`src/rtl/store_write_buffer.sv`:
```
// store_write_buffer: in-order posted store buffer with a drain FSM and load RAW hazard detection
module store_write_buffer #(
    parameter int DEPTH = 4
) (
    input  logic        clk,
    input  logic        rst,
    input  logic        core_we,
    input  logic [31:0] core_addr,
    input  logic [31:0] core_wdata,
    input  logic [31:0] core_raddr,
    output logic        core_stall,
    output logic        raw_hit,
    output logic        wb_empty,
    output logic        mem_req,
    output logic [31:0] mem_addr,
    output logic [31:0] mem_wdata,
    input  logic        mem_ack
);
    localparam int AW = $clog2(DEPTH);
    localparam logic [AW:0] L_FULL = (AW+1)'(DEPTH);
    localparam logic [0:0] S_IDLE = 1'b0;
    localparam logic [0:0] S_REQ  = 1'b1;

    logic [31:0]   r_addr [DEPTH];
    logic [31:0]   r_data [DEPTH];
    logic [AW-1:0] r_head;
    logic [AW-1:0] r_tail;
    logic [AW:0]   r_count;
    logic [0:0]    r_state;
    logic [AW:0]   w_count_nxt;
    logic          w_full;
    logic          w_push;
    logic          w_pop;
    logic [AW-1:0] w_off [DEPTH];
    logic [DEPTH-1:0] w_hit;

    // A full buffer rejects the store even if the head drains this cycle.
    assign w_full      = r_count == L_FULL;
    assign w_push      = core_we && !w_full && !rst;
    assign w_pop       = r_state == S_REQ && mem_ack;
    assign w_count_nxt = r_count + (AW+1)'(w_push) - (AW+1)'(w_pop);

    assign core_stall = core_we && w_full && !rst;
    assign mem_req    = r_state == S_REQ;
    assign mem_addr   = r_addr[r_head];
    assign mem_wdata  = r_data[r_head];
    assign wb_empty   = r_count == '0 && !mem_req;
    assign raw_hit    = |w_hit;

    // An entry is live when its distance from head is below count; match on word address.
    genvar i;
    generate
        for (i = 0; i < DEPTH; i++) begin : g_hit
            assign w_off[i] = AW'(i) - r_head;
            assign w_hit[i] = ({1'b0, w_off[i]} < r_count) &&
                              (((r_addr[i] ^ core_raddr) & 32'hFFFF_FFFC) == 32'd0);
        end
    endgenerate

    // Entry storage is written at tail on an accepted store and never reset.
    always_ff @(posedge clk) begin
        if (w_push) begin
            r_addr[r_tail] <= core_addr;
            r_data[r_tail] <= core_wdata;
        end
    end

    // Pointers, occupancy and drain FSM; REQ is held whenever entries remain after this edge.
    always_ff @(posedge clk) begin
        if (rst) begin
            r_head  <= '0;
            r_tail  <= '0;
            r_count <= '0;
            r_state <= S_IDLE;
        end else begin
            r_head  <= w_pop ? r_head + 1'b1 : r_head;
            r_tail  <= w_push ? r_tail + 1'b1 : r_tail;
            r_count <= w_count_nxt;
            r_state <= (w_count_nxt != '0) ? S_REQ : S_IDLE;
        end
    end
endmodule

```
`config.mk`:
```
export PLATFORM = sky130hd
export DESIGN_NAME = store_write_buffer
export DESIGN_NICKNAME = d
export VERILOG_FILES = /design/src/rtl/store_write_buffer.sv
export SDC_FILE = /design/constraint.sdc
export NUM_CORES = 1
export LEC_CHECK = 0
export CORE_UTILIZATION = 58
export CTS_CLUSTER_DIAMETER = 30
export DETAILED_ROUTE_END_ITERATION = 8
export PLACE_DENSITY_LB_ADDON = 0.1
export SYNTH_ARGS = -nofsm -noshare
export SYNTH_HDL_FRONTEND = slang
export SYNTH_SLANG_ARGS = --single-unit
```
`constraint.sdc`:
```
create_clock -name clk -period 7.22 [get_ports clk]
set_input_delay 1.444 -clock clk [delete_from_list [all_inputs] [get_ports clk]]
set_output_delay 1.444 -clock clk [all_outputs]
set_load 0.05 [all_outputs]
```
# After elaboration in Yosys (flattened, before gate mapping)
# Memories as Yosys holds them, arrays and structs flattened. A register that Yosys moved wholly into a read port is not among the register bits.
# Index checks and enable logic that the tools add are counted.
# word_totals
regBits	8
mem_bits_rw	256
input_bits	100
output_inout_bits	68
memories	2
# op_classes
addsub	8
magnitude_cmp	4
eq_ne	1
mux	7
bitwise	4
n_reduce_logical	20
# mem_list
name	words	word_bits	rd	rd_clocked_by_memory_dff	wr	line_no	source
r_addr	4	32	5	1	1	24	logic [31:0] r_addr [DEPTH];
r_data	4	32	1	1	1	25	logic [31:0] r_data [DEPTH];
# ops
cell	n
zero test 32 bit	4
XOR 32 bit	4
less-than comparator 2 x 3 -> 1 bit	4
logical AND 1 bit	10
two-way mux 2 bit	4
adder 2 x 1 -> 2 bit (second input constant)	2
OR reduction 4 bit	1
subtractor 1 x 2 -> 2 bit (first input constant)	2
subtractor 2 bit (first input constant)	2
adder 3 x 1 -> 3 bit	1
equality test 3 bit (second input constant)	1
zero test 1 bit	3
zero test 3 bit	1
two-way mux 1 bit	3
nonzero test 3 bit	1
subtractor 3 x 1 -> 3 bit	1

# Depth between registers and ports, before layout
# depth
depth_word	8
depth_mapped	11

# Worst setup path before layout
# No wires, ideal clock.
# synth_timing
path_type	input to output
startpoint	input port rst
endpoint	output port core_stall
arrival_ps	3258
path_slack_ps	2518
path_stages	3
cell_sequence	clkbuf_1 -> nand2b_1 -> nor4_1
# synth_between
elab_chain_len	2
# synth_lines
element	line_no	source
start, declared	6	input logic rst,
zero test 1 bit	43	assign core_stall = core_we && w_full && !rst;
logical AND 1 bit	43	
end, declared	11	output logic core_stall,
# Every way passes these cells.

# Final worst setup path
# layout_timing
startpoint	input port core_raddr[29]
endpoint	output port raw_hit
# layout_between
elab_chain_len	4
word_cells_on_any_way	13
cone_classes	bitwise (4); reduce/logical (9)
# layout_lines
element	line_no	source
start, declared	10	input logic [31:0] core_raddr,
XOR 32 bit	56	(((r_addr[i] ^ core_raddr) & 32'hFFFF_FFFC) == 32'd0);
zero test 32 bit	56	
logical AND 1 bit	55	assign w_hit[i] = ({1'b0, w_off[i]} < r_count) &&
OR reduction 4 bit (*)	48	assign raw_hit = |w_hit;
end, declared	12	output logic raw_hit,
# Mark *: on every way between the ends. The rest lies on a longest branch, timed or not.

==> results.py <==
metrics = {
    "routing": {
        "vias": 6036,
        "wire_per_inst_um": 22.9,
        "drtIter0Drc": 472,
        "drtPass1Iterations": 7,
        "detail-route-antenna-nets": 0,
        "drc": 0,
        "post_drt_via_cell_ratio": 5.69,
        "drt-total-wl_mm": 24.3,
    },
    "pwr": {
        "p_int_mw": 3.53,
        "p_seq_frac": 0.380,
        "p_leak_nw": 4.60,
        "p_sw_frac": 0.288,
        "power.share.combinational": 0.226,
        "ir_drop_uv": 329,
        "net-switching-power_mw": 1.43,
        "power_frac_clock": 0.395,
        "power_density_nw_per_um2": 342,
    },
    "critical_path": {
        "reg2reg_slack_ns": 4.48,
        "cpMaxStageDelayCell": "clkdlybuf4s50_1",
        "cp_num_buf_inv": 2,
        "cp.arrival_ns": 4.12,
        "start_kind": "primary input",
        "path_cells": "clkdlybuf4s50_1 -> xor2_1 -> a2111o_1 -> a2111oi_2 -> nand4_1 -> nand4_1 -> clkdlybuf4s50_1",
        "crit_path_max_fanout": 4,
        "crit_family": "buffers and inverters",
        "max_stage_delay_ns": 0.83,
        "cp_data_required_time_ns": 5.78,
        "crit_path_end_kind": "output pin",
        "worst-setup-path-type": "in -> out",
    },
    "sta": {
        "period_share": 0.771,
        "min_period_ns": 5.57,
        "final_hold_viol_count": 0,
        "relSlewSlack": 0.273,
        "holdWs_ns": 0.570,
        "tns_ns": 0,
        "finClkSkew_ns": 0.0108,
        "max_freq_ghz": 0.180,
        "rsz0062_at_grt": "false",
        "setup_viol": 0,
        "worst_pin_slew_ns": 1.09,
        "slew_violations": 0,
    },
    "cts": {
        "clkLatencyLatePin_ns": 0.52,
        "cts_num_sinks": 266,
        "cts_buffers": 44,
        "cts_buffer_depth": 3,
        "post_cts_buffers": 0,
        "ctsRootBufferMaster": "clkbuf_16",
        "ctsHoldBuffers": 0,
        "cts_resized": 0,
        "clk_pin_slew_ns": 0.05,
        "cts_tree": "yes",
        "h-tree-depth": 2,
    },
    "synthesis": {
        "synthCells": 589,
        "ys_warn_count": 0,
        "seq_area_frac_synth": 0.703,
        "synth_cell_type_count": 29,
        "ys.flop_type": "edfxtp_1",
        "async_flop_share": 0,
        "synth-seq-cells": 266,
        "synth_nets": 700,
        "synth-edff-count": 256,
        "synth.cell_area_um2": 11200,
        "avgSynthCellArea_um2": 19.1,
    },
    "floorplan": {
        "start_util": 0.596,
        "rows": 50,
        "die_x_um": 141,
        "num_io_pins": 168,
        "core_um2": 18800,
        "dieArea_um2": 19900,
        "fp.dieH_um": 141,
    },
    "global_routing": {
        "grt_pass1_vias": 6497,
        "antenna_found_initial": 1,
        "grt_max_degree": 54,
        "overflow": 0,
        "grt_usage": 0.255,
        "grt_pass1_wl_mm": 36.6,
    },
    "finish": {
        "layout.cells.non_filler": 1060,
        "area_growth_pct": 29.2,
        "layout-drive-gt1-share": 0.185,
        "nNetsFinal": 877,
    },
    "placement": {
        "place.gp.congestion": 0.926,
        "dp_cells": 980,
        "io_buffers": 165,
        "dp_hpwl_mm": 15.6,
    },
    "hold_path": {
        "hold_class": "reg -> reg",
    },
    "run_status": {
        "outcome": "finished clean",
    },
    "job": {
        "maxCapViolCount": 0,
    },
}
layer usage:
layer  vias up  routed length [µm]  GRT usage
met5         -                   0          0
met4         0                 777      0.107
met3        43                1870     0.0700
met2       246               12400      0.431
met1      3061                9220      0.309
li1       2686                   -          -
power by group through the flow:
stage	clock (mW)	sequential [mW]	combinational, mW
after detailed placement	0	1.91	1.12
final	1.96	1.88	1.12
after global routing	2.05	1.90	1.17
after CTS	1.98	1.89	1.13
after floorplan	0	1.86	0.793
after global placement	0	1.90	1.11
cell families (layout without fill, tap and decap cells):
kind of cell	after synthesis	in the layout	synth area share
AOI/OAI and AO/OA	12	12	0.00892
xor gates and xnor gates	126	126	0.0983
adders and majority gates	11	11	0.0129
buffers and inverters	50	260	0.0183
DFF	266	266	0.703
muxes	64	64	0.128
other	0	1	0
and+or+nand+nor	60	60	0.0306
worst paths after layout:
path | from | to | depth (start not counted)
worst max-delay path | core_raddr[29] | raw_hit | 7
worst min-delay path | r_tail[1]$_SDFFE_PP0P_ | r_tail[1]$_SDFFE_PP0P_ | 2
worst max register to register | r_count[0]$_SDFF_PP0_ | r_addr[2][3]$_DFFE_PP_ | 4
worst min register to register | r_tail[1]$_SDFFE_PP0P_ | r_tail[1]$_SDFFE_PP0P_ | 2
worst register-to-register path, cell delays in order (launching register included):
cell and delay, ns:
dfxtp_1 0.45, nor2_1 0.09, a21oi_2 0.31, and2_2 0.94
buf_4 0.59
placed cells by master, fill, tap and decap left out, drive strengths merged, types with 13 or more instances in the layout:
cell	n
inv	13
edfxtp	256
xnor2	104
clkinv	16
clkbuf	51
nand4	25
xor2	22
mux4	64
clkdlybuf4s50	165
synth_stat cells, types with 2 or more instances:
cell type  number  area (µm²)
buf_1           2        7.51
buf_2           8        40.0
edfxtp_1      256        7690
a2111oi_0       3        26.3
nand4_1        25         156
nand3_1         4        20.0
a21oi_1         4        20.0
clkbuf_1       29         109
inv_1           9        33.8
xnor2_1       104         911
nand2_1         4        15.0
and2_1          5        31.3
xor2_1         22         193
nor3_1          2        10.0
ha_1           10         125
a2111o_1        2        22.5
nor4_1          7        43.8
nor2_1          8        30.0
dfxtp_1        10         200
nor2b_1         3        18.8
mux4_2         64        1440
flip-flops by register name (all words and copies together), names as in the netlist, named ones only:
register,count
r_tail,2
r_addr,128
r_data,128
mem_req,1
r_head,2
r_count,3
area by class of cell:
| class | count | area [µm²] |
|---|---|---|
| antenna | 1 | 2.50 |
| clock buffer | 51 | 1150 |
| clock inverter | 28 | 265 |
| fill | 1074 | 4320 |
| inverter | 10 | 37.5 |
| multi-input combinational | 273 | 3140 |
| sequential | 266 | 7890 |
| tap | 260 | 325 |
| timing repair buffer | 171 | 1700 |
metrics by stage:
| step | setup WS [ns] | power (mW) | area [µm²] | util |
|---|---|---|---|---|
| floorplan | 2.52 | 2.66 | 11200 | - |
| global placement | 1.68 | 3.01 | 13100 | 0.695 |
| detailed placement | 1.70 | 3.03 | 13100 | 0.695 |
| CTS | 1.70 | 5.00 | 14500 | 0.770 |
| global route | 1.61 | 5.11 | 14500 | 0.770 |
| finish | 1.65 | 4.96 | 14500 | 0.770 |
No activity file was read; power rests on OpenSTA's default activity.
